## config.mk

```make
export PLATFORM = sky130hd
export DESIGN_NAME = dm_bus_arbiter
export DESIGN_NICKNAME = d
export VERILOG_FILES = /design/src/rtl/dm_bus_arbiter_pkg.sv /design/src/rtl/dm_bus_arbiter_addr_decode.sv /design/src/rtl/dm_bus_arbiter.sv
export SDC_FILE = /design/constraint.sdc
export NUM_CORES = 1
export LEC_CHECK = 0
export CAP_MARGIN = 20
export CORE_AREA = 2 2 160 162
export CTS_CLUSTER_DIAMETER = 100
export CTS_CLUSTER_SIZE = 16
export DETAILED_ROUTE_END_ITERATION = 10
export DIE_AREA = 0 0 162 164
export PLACE_DENSITY = 0.53
export SLEW_MARGIN = 5
export SYNTH_ARGS = -nofsm -noshare
export SYNTH_HDL_FRONTEND = slang
export SYNTH_HIERARCHICAL = 1
export SYNTH_SLANG_ARGS = --single-unit
```

## constraint.sdc

```tcl
create_clock -name clk -period 6.6 [get_ports clk]
set_input_delay 1.98 -clock clk [delete_from_list [all_inputs] [get_ports clk]]
set_output_delay 1.98 -clock clk [all_outputs]
set_load 0.05 [all_outputs]
```

## src/rtl/dm_bus_arbiter_pkg.sv

```systemverilog
// ---------------------------------------------------------------------------
// dm_bus_arbiter_pkg
//
// Shared definitions for the data-memory / timer bus arbiter:
//   - default address windows for DM, TC1 and TC2
//   - timer register window size and count-register word offset
//   - slave-select encoding carried from decode into the response pipeline
//   - window hit helper used by the address decoder
// ---------------------------------------------------------------------------
package dm_bus_arbiter_pkg;

    // Default address map. DM always starts at byte address 0.
    localparam logic [31:0] DM_END_DEFAULT   = 32'h0000_2fff;
    localparam logic [31:0] TC1_BASE_DEFAULT = 32'h0000_7f00;
    localparam logic [31:0] TC2_BASE_DEFAULT = 32'h0000_7f10;

    // Each timer exposes three 32-bit registers (12 bytes).
    localparam logic [31:0] TC_WINDOW_BYTES = 32'd12;

    // Word offset of the read-only count register (byte offset 8).
    localparam logic [1:0]  TC_COUNT_WORD   = 2'd2;

    // Which slave a granted access targets.
    typedef enum logic [1:0] {
        SEL_NONE = 2'd0,
        SEL_DM   = 2'd1,
        SEL_TC1  = 2'd2,
        SEL_TC2  = 2'd3
    } slave_sel_t;

    // True when addr falls inside the timer window starting at base.
    function automatic logic tc_window_hit(input logic [31:0] addr,
                                           input logic [31:0] base);
        return (addr >= base) && (addr <= (base + TC_WINDOW_BYTES - 32'd1));
    endfunction

endpackage

```

## src/rtl/dm_bus_arbiter_addr_decode.sv

```systemverilog
// ---------------------------------------------------------------------------
// dm_addr_decode
//
// Combinational decode of the winning master's access into a slave select
// and an error flag. An erroring access always reports SEL_NONE so that no
// slave strobe can be raised for it.
//
// Ports:
//   addr  in  32  byte address of the granted access
//   be    in  4   byte enables
//   we    in  1   1 = write
//   sel   out 2   slave_sel_t encoding (SEL_NONE on error)
//   err   out 1   access rejected
// ---------------------------------------------------------------------------
module dm_addr_decode
    import dm_bus_arbiter_pkg::*;
#(
    parameter logic [31:0] DM_END   = DM_END_DEFAULT,
    parameter logic [31:0] TC1_BASE = TC1_BASE_DEFAULT,
    parameter logic [31:0] TC2_BASE = TC2_BASE_DEFAULT
) (
    input  logic [31:0] addr,
    input  logic [3:0]  be,
    input  logic        we,
    output logic [1:0]  sel,
    output logic        err
);

    logic hit_dm;
    logic hit_tc1;
    logic hit_tc2;
    logic hit_tc;
    logic bad_be;
    logic bad_count_wr;

    // Timer bases are 16-byte aligned, so addr[3:2] is the register word
    // offset inside either timer window.
    always_comb begin
        hit_dm       = (addr <= DM_END);
        hit_tc1      = tc_window_hit(addr, TC1_BASE);
        hit_tc2      = tc_window_hit(addr, TC2_BASE);
        hit_tc       = hit_tc1 || hit_tc2;
        bad_be       = (be == 4'h0) || (hit_tc && (be != 4'hF));
        bad_count_wr = hit_tc && we && (addr[3:2] == TC_COUNT_WORD);

        err = bad_be || bad_count_wr || !(hit_dm || hit_tc);

        if (err) begin
            sel = SEL_NONE;
        end else if (hit_dm) begin
            sel = SEL_DM;
        end else if (hit_tc1) begin
            sel = SEL_TC1;
        end else begin
            sel = SEL_TC2;
        end
    end

endmodule

```

## src/rtl/dm_bus_arbiter.sv

```systemverilog
// ---------------------------------------------------------------------------
// dm_bus_arbiter
//
// Shares the single-port data memory and the two timer register banks
// between the CPU M-stage (M0) and the DMA / program loader (M1).
// One access is granted per cycle; its response (read data or write ack,
// possibly flagged as an error) is returned to the winner one cycle later.
// M0 normally wins contention, but M1 is force-granted once it has been
// refused MAX_WAIT times.
//
// Ports:
//   clk                    in   1   clock, rising edge
//   reset                  in   1   asynchronous reset, active low
//   m0_/m1_req,we          in   1   request valid / write
//   m0_/m1_addr            in   32  byte address
//   m0_/m1_be              in   4   byte enables
//   m0_/m1_wdata           in   32  write data
//   m0_/m1_gnt             out  1   request accepted this cycle
//   m0_/m1_rvalid          out  1   response valid (cycle after gnt)
//   m0_/m1_rdata           out  32  read data, 0 on write or error
//   m0_/m1_err             out  1   response is an error
//   dm_en, dm_we           out  1   DM strobe / write
//   dm_addr, dm_be         out  32/4 DM address / byte enables
//   dm_wdata               out  32  DM write data
//   dm_rdata               in   32  DM read data (cycle after dm_en)
//   tc1_en/we, tc2_en/we   out  1   timer strobes
//   tc_addr                out  2   timer register word offset
//   tc_wdata               out  32  timer write data
//   tc1_rdata, tc2_rdata   in   32  timer read data (cycle after en)
// ---------------------------------------------------------------------------
module dm_bus_arbiter
    import dm_bus_arbiter_pkg::*;
#(
    parameter int          MAX_WAIT = 4,
    parameter logic [31:0] DM_END   = DM_END_DEFAULT,
    parameter logic [31:0] TC1_BASE = TC1_BASE_DEFAULT,
    parameter logic [31:0] TC2_BASE = TC2_BASE_DEFAULT
) (
    input  logic        clk,
    input  logic        reset,

    input  logic        m0_req,
    input  logic        m0_we,
    input  logic [31:0] m0_addr,
    input  logic [3:0]  m0_be,
    input  logic [31:0] m0_wdata,
    output logic        m0_gnt,
    output logic        m0_rvalid,
    output logic [31:0] m0_rdata,
    output logic        m0_err,

    input  logic        m1_req,
    input  logic        m1_we,
    input  logic [31:0] m1_addr,
    input  logic [3:0]  m1_be,
    input  logic [31:0] m1_wdata,
    output logic        m1_gnt,
    output logic        m1_rvalid,
    output logic [31:0] m1_rdata,
    output logic        m1_err,

    output logic        dm_en,
    output logic        dm_we,
    output logic [31:0] dm_addr,
    output logic [3:0]  dm_be,
    output logic [31:0] dm_wdata,
    input  logic [31:0] dm_rdata,

    output logic        tc1_en,
    output logic        tc1_we,
    output logic        tc2_en,
    output logic        tc2_we,
    output logic [1:0]  tc_addr,
    output logic [31:0] tc_wdata,
    input  logic [31:0] tc1_rdata,
    input  logic [31:0] tc2_rdata
);

    localparam int             CNT_W      = (MAX_WAIT < 1) ? 1 : $clog2(MAX_WAIT + 1);
    localparam logic [CNT_W-1:0] WAIT_LIMIT = CNT_W'(MAX_WAIT);

    logic [CNT_W-1:0] wait_cnt;

    logic        m1_wins;
    logic        any_gnt;
    logic        win_we;
    logic [31:0] win_addr;
    logic [3:0]  win_be;
    logic [31:0] win_wdata;

    logic [1:0]  dec_sel_raw;
    slave_sel_t  dec_sel;
    logic        dec_err;
    logic        legal;

    logic        rsp_valid;
    logic        rsp_owner;
    slave_sel_t  rsp_sel;
    logic        rsp_we;
    logic        rsp_err;
    logic [31:0] rsp_data;

    // Arbitration. 'reset' is active low, so every grant is suppressed
    // while it is held at 0. M1 takes the bus when alone or when it has
    // been starved for MAX_WAIT cycles.
    always_comb begin
        m1_wins   = reset && m1_req && (!m0_req || (wait_cnt == WAIT_LIMIT));
        m1_gnt    = m1_wins;
        m0_gnt    = reset && m0_req && !m1_wins;
        any_gnt   = m0_gnt || m1_gnt;

        win_we    = m1_wins ? m1_we    : m0_we;
        win_addr  = m1_wins ? m1_addr  : m0_addr;
        win_be    = m1_wins ? m1_be    : m0_be;
        win_wdata = m1_wins ? m1_wdata : m0_wdata;
    end

    dm_addr_decode #(
        .DM_END   (DM_END),
        .TC1_BASE (TC1_BASE),
        .TC2_BASE (TC2_BASE)
    ) u_decode (
        .addr (win_addr),
        .be   (win_be),
        .we   (win_we),
        .sel  (dec_sel_raw),
        .err  (dec_err)
    );

    assign dec_sel = slave_sel_t'(dec_sel_raw);
    assign legal   = any_gnt && !dec_err;

    // Slave strobes only fire for a legal granted access; address, byte
    // enables and data are passed straight through from the winner.
    always_comb begin
        dm_en    = legal && (dec_sel == SEL_DM);
        dm_we    = dm_en && win_we;
        tc1_en   = legal && (dec_sel == SEL_TC1);
        tc1_we   = tc1_en && win_we;
        tc2_en   = legal && (dec_sel == SEL_TC2);
        tc2_we   = tc2_en && win_we;

        dm_addr  = win_addr;
        dm_be    = win_be;
        dm_wdata = win_wdata;
        tc_addr  = win_addr[3:2];
        tc_wdata = win_wdata;
    end

    // Starvation counter for M1: counts refused cycles (saturating) and
    // clears the moment M1 is granted, including on a forced grant.
    always_ff @(posedge clk or negedge reset) begin
        if (!reset) begin
            wait_cnt <= '0;
        end else if (m1_gnt) begin
            wait_cnt <= '0;
        end else if (m1_req && (wait_cnt != WAIT_LIMIT)) begin
            wait_cnt <= wait_cnt + 1'b1;
        end
    end

    // Response pipeline stage: remembers who was granted and what kind of
    // access it was, so the slave read data arriving next cycle can be
    // steered to the right master. Reset drops any pending response.
    always_ff @(posedge clk or negedge reset) begin
        if (!reset) begin
            rsp_valid <= 1'b0;
            rsp_owner <= 1'b0;
            rsp_sel   <= SEL_NONE;
            rsp_we    <= 1'b0;
            rsp_err   <= 1'b0;
        end else begin
            rsp_valid <= any_gnt;
            rsp_owner <= m1_gnt;
            rsp_sel   <= dec_sel;
            rsp_we    <= win_we;
            rsp_err   <= dec_err;
        end
    end

    // Read data is only forwarded for a legal read; writes and errors
    // return zero.
    always_comb begin
        rsp_data = 32'h0;
        if (rsp_valid && !rsp_err && !rsp_we) begin
            case (rsp_sel)
                SEL_DM:  rsp_data = dm_rdata;
                SEL_TC1: rsp_data = tc1_rdata;
                SEL_TC2: rsp_data = tc2_rdata;
                default: rsp_data = 32'h0;
            endcase
        end
    end

    always_comb begin
        m0_rvalid = rsp_valid && !rsp_owner;
        m0_err    = m0_rvalid && rsp_err;
        m0_rdata  = m0_rvalid ? rsp_data : 32'h0;

        m1_rvalid = rsp_valid && rsp_owner;
        m1_err    = m1_rvalid && rsp_err;
        m1_rdata  = m1_rvalid ? rsp_data : 32'h0;
    end

endmodule
```

==> summary.txt, run 1 <==
Detailed routing
  • First-pass DRT Iterations: 6
  • Post-route ant nets: 0
  • Remaining DRCs: 0
  • Vias/cell: 3.79
  • Drt wl/cell: between 15 and 20 microns
  • 1st-iter DRT viols: 128
  • Total Wirelength: 18400 microns
  • Vias: 4057

Worst setup path
  • CP endpoint kind: primary output
  • Critical-path cell list: buf_6 > a21boi_4 > nor2_8 > buf_12 > mux2_4 > nor4_4 > buf_4 > nand4_1 > or4_4 > buf_4 > a21oi_2 > and4b_4 > a21boi_4 > buf_12
  • Reg-to-Reg Start: wait_cnt[0]
  • Setup CP Type: input port to primary output
  • Crit-path leading delay family: simple AND/OR/NAND/NOR gates
  • Crit path DAT: about 4.8 ns
  • Crit path buf inv count: 5
  • Critical path required time: 4.62 ns
  • R2R Setup Slk: around 3.6 ns
  • CP peak stage delay: 0.44 ns
  • Crit-path slowest cell: or4_4
  • Crit path from: m0_req
  • CP Max Fanout: 5
  • Startpoint type of the worst setup path: input port

STA
  • Hold Slack: slightly below 0.6 ns
  • Final worst clock skew: 0.000512 ns
  • Worst slew pin tran: 0.570 ns
  • Max Freq: about 150 MHz
  • RSZ-0062 raised after global routing: yes
  • Final hold vios: 0
  • Max-slew headroom: 0.619
  • Setup-failing EPs final: 6
  • Setup WS post-layout: -0.190 ns
  • Pins Over Slew Limit: 0
  • Min Clock Period, post-route: 6.79 ns
  • Final cycle utilization of the critical path: 1.03

Hold path
  • Worst hold start: wait_cnt[0]
  • Worst Hold Class: register to register

Placed design
  • Port Buffers: 415
  • DP HPWL: 15800 microns
  • Placed instance count: roughly 1100
  • Routability cong.: 0.770
  • Place WS: -0.796 ns

Die
  • Initial core utilization: 0.122
  • Die X: between 150 and 200 microns
  • # IOs: 416
  • Core ar.: around 0.025 sq mm
  • Die Ht: approximately 160 microns
  • Total die area: 0.0266 sq mm
  • Floorplan row count: between 50 and 60

GRT
  • All-Layer GR Usage: 0.127
  • Initial antenna violation count: 0
  • Pin count of the biggest net entering global routing: 36
  • Vias in the first global route: 4284
  • First-pass GRT wire length: 25900 microns
  • GRT overflow: 0

Clock network
  • CTS tree: done
  • Clk Tree Root Cell: clkbuf_16
  • Clock Sinks: 9
  • CTS Buf Count: 3
  • Clk buf depth: 2
  • Clk_lat worst skew: 0.23 ns
  • Clock transition at path regs: about 0.040 ns
  • Cts hold-fix bufs: 0
  • CTS HTree Levels: 1

Finish
  • Share of layout cells above drive strength 1: 0.396
  • Area Growth Syn to Fin: 170%
  • Layout Utilization: 0.329
  • # nets final: 981
  • Ant diodes: 0
  • Fin cells: 1070

Logic synthesis
  • Mapped cell area: 0.00302 sq mm
  • Count of different cell masters after synthesis: 45
  • Largest area contributor in the netlist: mux2_4
  • Yosys warnings: 6
  • Post-synth net total: 566
  • Sequential share of the synthesized area: 0.0745
  • Number of synthesized flops with an enable pin: 0
  • Syn_area_per_cell: ~9.3 sq um
  • Top_reg_cell synth: dfrtp_1
  • Synth top area share: 0.333
  • Asr flop ratio synth: 1.00
  • Mapped Cells: 326
  • #FFs+latches synth: 9
  • Synth area leaders: mux2_4, mux2_2, buf_4, nor2_1, a22oi_1

Status
  • Status: complete, but fails checks
  • Failing checks: negative setup slack

Power and ir drop
  • Static Leak: 3.17 nW
  • Max IR drop VDD: around 76 uV
  • Power per Cell Area: 113 mW/mm^2

Job
  • Number of max-cap violations: 0
-- cell type report --
| class | instances | area [sq um] |
|---|---|---|
| fillers | 2586 | 16600 |
| well taps | 330 | 413 |
| repair buffers | 469 | 5010 |
| multi-input cells | 255 | 2430 |
| flip-flops and latches | 9 | 225 |
| inverters | 3 | 11.3 |
| clock buffers | 4 | 78.8 |
-- flip-flops by register name, indices dropped and copies added (netlist names) --
name,count
rsp_err,1
rsp_sel,2
wait_cnt,3
rsp_valid,1
rsp_we,1
rsp_owner,1
-- power by group --
group	leakage (nW)	internal (W)	switching, W	total [W]
Combinational	3.02	0.000378	0.000366	0.000744
Sequential	0.112	0.0000640	0.00000661	0.0000706
Clock	0.0382	0.0000806	0.0000249	0.000105
-- path summary, 6_finish.rpt --
path	endpoint	depth (start not counted)
setup / recovery	dm_we	14
hold / removal	wait_cnt[0]	2
setup reg to reg	rsp_sel[0]	13
hold reg to reg	wait_cnt[0]	2
max in group asynchronous	rsp_valid	2
min in group asynchronous	wait_cnt[2]	2
-- Yosys cell counts (3+ instances only) --
library cell / instances
nor2_1: 70
mux2_4: 67
buf_4: 38
mux2_2: 33
a22oi_1: 32
clkbuf_1: 10
dfrtp_1: 9
buf_12: 7
and2_1: 4
nand2_1: 4
nand3_1: 4
a21oi_1: 3
buf_6: 3
inv_1: 3
nand4_1: 3
nor2b_1: 3
-- per-layer routing --
metal / GRT usage / wire (microns) / share of wire / vias up
met5: 0 / 0 / 0 / -
met4: 0.0153 / 132 / 0.0072 / 0
met3: 0.0449 / 1990 / 0.11 / 8
met2: 0.243 / 9550 / 0.52 / 245
met1: 0.136 / 6690 / 0.36 / 1833
li1: - / - / - / 1971
-- cells by family after synthesis --
group | Yosys count | share of synthesized area
buffers and inverters | 62 | 0.170
AO/OA/AOI/OAI | 47 | 0.118
AND/OR/NAND/NOR | 105 | 0.171
multiplexers | 101 | 0.459
adder cells (fa/ha/maj) | 2 | 0.00827
flip-flops | 9 | 0.0745
-- placed cells by master, fill, tap and decap left out, types with 2 or more instances in the layout --
cell | synthesis | final
buf_2 | 1 | 2
clkdlybuf4s50_1 | 0 | 302
buf_6 | 3 | 4
inv_1 | 3 | 3
nor2_1 | 70 | 69
mux2_2 | 33 | 33
mux2_4 | 67 | 67
buf_12 | 7 | 58
nor2b_2 | 0 | 2
dfrtp_1 | 9 | 9
clkbuf_16 | 0 | 3
nor4_4 | 0 | 2
buf_4 | 38 | 103
and2_1 | 4 | 4
a21boi_4 | 1 | 3
o211ai_1 | 2 | 2
nand3_1 | 4 | 2
a21oi_1 | 3 | 2
nand2_1 | 4 | 4
nand4_1 | 3 | 3
a22oi_1 | 32 | 32
ha_1 | 2 | 2
-- through the flow --
step	setup TNS (ns)	total power, W	cell area [sq um]
floorplan	-0.690	0.000466	3070
global placement	-4.07	0.000807	7930
detailed placement	-4.28	0.000807	7930
finish	-0.676	0.000920	8170
CTS	-1.14	0.000925	8130
global route	-1.43	0.000959	8170
-- worst min-delay path: cells and delay by family, from the launching register on --
family   cells  cell delay [ns]
flops        1             0.34
mux          1             0.12
buf+inv      1             0.07
-- what timing repair did --
action                                  4_1_cts  5_1_grt
endpoints found under the setup margin        6        6
pin swaps                                     9        5
setup buffers                                 8        1
resized for setup                            24        6
cloned                                        0        0
Note: power is estimated with default switching activity, not from simulation.
==> run 2: changes to the inputs <==
==> constraint.sdc (replaced) <==
create_clock -name clk -period 6.7 [get_ports clk]
set_input_delay 2.01 -clock clk [delete_from_list [all_inputs] [get_ports clk]]
set_output_delay 2.01 -clock clk [all_outputs]
set_load 0.05 [all_outputs]
==> run 2 against run 1 <==
Against the previous run: the run still ends with negative setup slack left; setup slack got worse by 0.091 ns; die area did not move; non-clock buffer count rose by 9; cell area rose by 0.55%; register-to-register slack barely moved; hold slack got worse by 0.0022 ns; combinational power fell by 1%; total power fell by 1.2%; clock skew rose by 0.00059 ns; utilization rose by 0.18 points; critical endpoint unchanged; largest cell class unchanged; largest power group unchanged.
==> summary.txt, run 2 (same netlist as run 1, synthesis figures left out) <==
Status
  • Status: complete, but fails checks
  • Failing checks: negative setup slack

Worst setup path
  • Reg-to-Reg Start: wait_cnt[0]
  • Crit path buf inv count: 5
  • Critical-path cell list: buf_6 > a21boi_4 > nor2_8 > buf_6 > buf_6 > mux2_4 > nor4_4 > buf_4 > nand4_1 > or4_4 > a21o_1 > nor2b_2 > and4b_4 > a21boi_4 > buf_12
  • Crit path top cell by count: buf_6
  • CP endpoint kind: primary output
  • CP Max Fanout: 8
  • Startpoint type of the worst setup path: input port
  • Setup CP Type: input port to primary output
  • Critical path required time: 4.69 ns
  • Crit path from: m0_req
  • Crit-path slowest cell: or4_4
  • CP peak stage delay: roughly 0.44 ns
  • Crit-path leading delay family: simple AND/OR/NAND/NOR gates
  • Crit path DAT: 4.97 ns

Finish
  • Fin area: 0.00822 sq mm
  • Share of layout cells above drive strength 1: 0.402
  • Max reg flops: 3
  • Area Growth Syn to Fin: 172%
  • Commonest non-fill, non-tap cell in the layout: clkdlybuf4s50_1
  • # nets final: 990
  • Fin cells: ~1100
  • Top reg by flops: wait_cnt
  • Most frequent cells in the layout: clkdlybuf4s50_1, buf_4, nor2_1
  • Ant diodes: 0
  • Top Registers: wait_cnt (3), rsp_sel (2)

STA
  • Min Clock Period, post-route: approximately 7 ns
  • Max-slew headroom: 0.628
  • Setup TNS: -1.34 ns
  • Max Freq: between 100 and 150 MHz
  • Final hold vios: 0
  • Final cycle utilization of the critical path: 1.04
  • Pins Over Slew Limit: 0
  • Setup WS post-layout: -0.281 ns
  • RSZ-0062 raised after global routing: yes
  • Setup-failing EPs final: 6
  • Worst slew pin tran: 0.556 ns
  • Final worst clock skew: 0.00110 ns

Job
  • Number of max-cap violations: 0

GRT
  • Vias in the first global route: 4269
  • Initial antenna violation count: 0
  • All-Layer GR Usage: 0.128
  • GRT overflow: 0
  • First-pass GRT wire length: 26200 microns
  • Pin count of the biggest net entering global routing: 36

Detailed routing
  • Drt wl/cell: about 17 microns
  • Remaining DRCs: 0
  • Vias: 4084
  • Post-route ant nets: 0
  • Total Wirelength: approximately 19000 microns
  • Vias/cell: 3.78
  • 1st-iter DRT viols: approximately 160
  • First-pass DRT Iterations: 4

Clock network
  • Clock transition at path regs: 0.04 ns
  • Clk buf depth: 2
  • Clk Tree Root Cell: clkbuf_16
  • CTS Buf Count: 3
  • Clock Sinks: 9
  • CTS HTree Levels: 1
  • CTS tree: done
  • Clk_lat worst skew: 0.23 ns

Power and ir drop
  • NetSw: between 0.0003 and 0.0004 W
  • Combinational Power Share: 0.808
  • Clock share of power: 0.116
  • Static Leak: between 3 and 4 nW
  • Net Sw Frac: 0.430
  • Total power: 0.000908 W
  • Power per Cell Area: around 110 mW/mm^2
  • Max IR drop VDD: roughly 67 uV
  • P_int: about 0.00052 W
  • Sequential Power Share: 0.076

Placed design
  • Place WS: -0.757 ns
  • Placed instance area: 0.00793 sq mm
  • Port Buffers: 415
  • DP HPWL: 15900 microns
  • Placed instance count: 1058
  • Routability cong.: 0.771

Die
  • Total die area: 0.0266 sq mm
  • Core ar.: 0.0248 sq mm
  • # IOs: 416
  • Floorplan row count: 58
  • Die X: 162 microns
  • Initial core utilization: 0.122
  • Die Ht: 164 microns

Hold path
  • Worst Hold Class: register to register
  • Worst hold start: wait_cnt[1]
-- run 2: path summary, 6_finish.rpt --
kind	end	slack, ns	cells past startpoint
max	dm_we	-0.28	15
min	wait_cnt[1]	0.57	2
max reg2reg	rsp_sel[0]	3.61	14
min reg2reg	wait_cnt[1]	0.57	2
max in group asynchronous	wait_cnt[1]	4.79	2
min in group asynchronous	wait_cnt[2]	1.75	2
-- run 2: stage by stage --
stage | hold slack (ns) | util
floorplan | 0.535 | -
global placement | 0.555 | 0.319
detailed placement | 0.576 | 0.319
CTS | 0.582 | 0.329
global route | 0.614 | 0.331
finish | 0.575 | 0.331
-- run 2: final cells by class --
class | instances | area (sq um)
clock buffers | 4 | 78.8
fillers | 2588 | 16600
inverters | 3 | 11.3
multi-input cells | 255 | 2410
flip-flops and latches | 9 | 225
well taps | 330 | 413
repair buffers | 478 | 5080
-- run 2: routing by layer --
| layer | global-route usage | vias up | wire length, microns |
|---|---|---|---|
| li1 | - | 1992 | - |
| met5 | 0 | - | 0 |
| met1 | 0.145 | 1843 | 7070 |
| met3 | 0.0343 | 6 | 1630 |
| met4 | 0.0173 | 0 | 142 |
| met2 | 0.243 | 243 | 9740 |
-- run 2: power by group through the flow --
stage          Clock (W)  Sequential, W  Combinational [W]
4_1_cts         0.000108      0.0000694           0.000737
3_5_place_dp           0      0.0000700           0.000725
6_report        0.000105      0.0000694           0.000734
5_1_grt         0.000112      0.0000707           0.000765
2_1_floorplan          0      0.0000689           0.000390
3_3_place_gp           0      0.0000703           0.000724
-- run 2: what timing repair did --
action / CTS / global route
pin swaps: 6 / 7
hold buffers: 0 / 0
setup endpoints to repair: 6 / 6
buffers inserted: 12 / 6
gates resized for setup: 27 / 4
-- run 2: worst reg2reg max path, delay by kind of cell (launching register included) --
kind | cells | cell delay [ns]
and+or+nand+nor | 4 | 0.90
buffers and inverters | 6 | 0.80
AOI/OAI and AO/OA | 2 | 0.41
DFF | 1 | 0.34
muxes | 1 | 0.30
adders and majority gates | 1 | 0.25
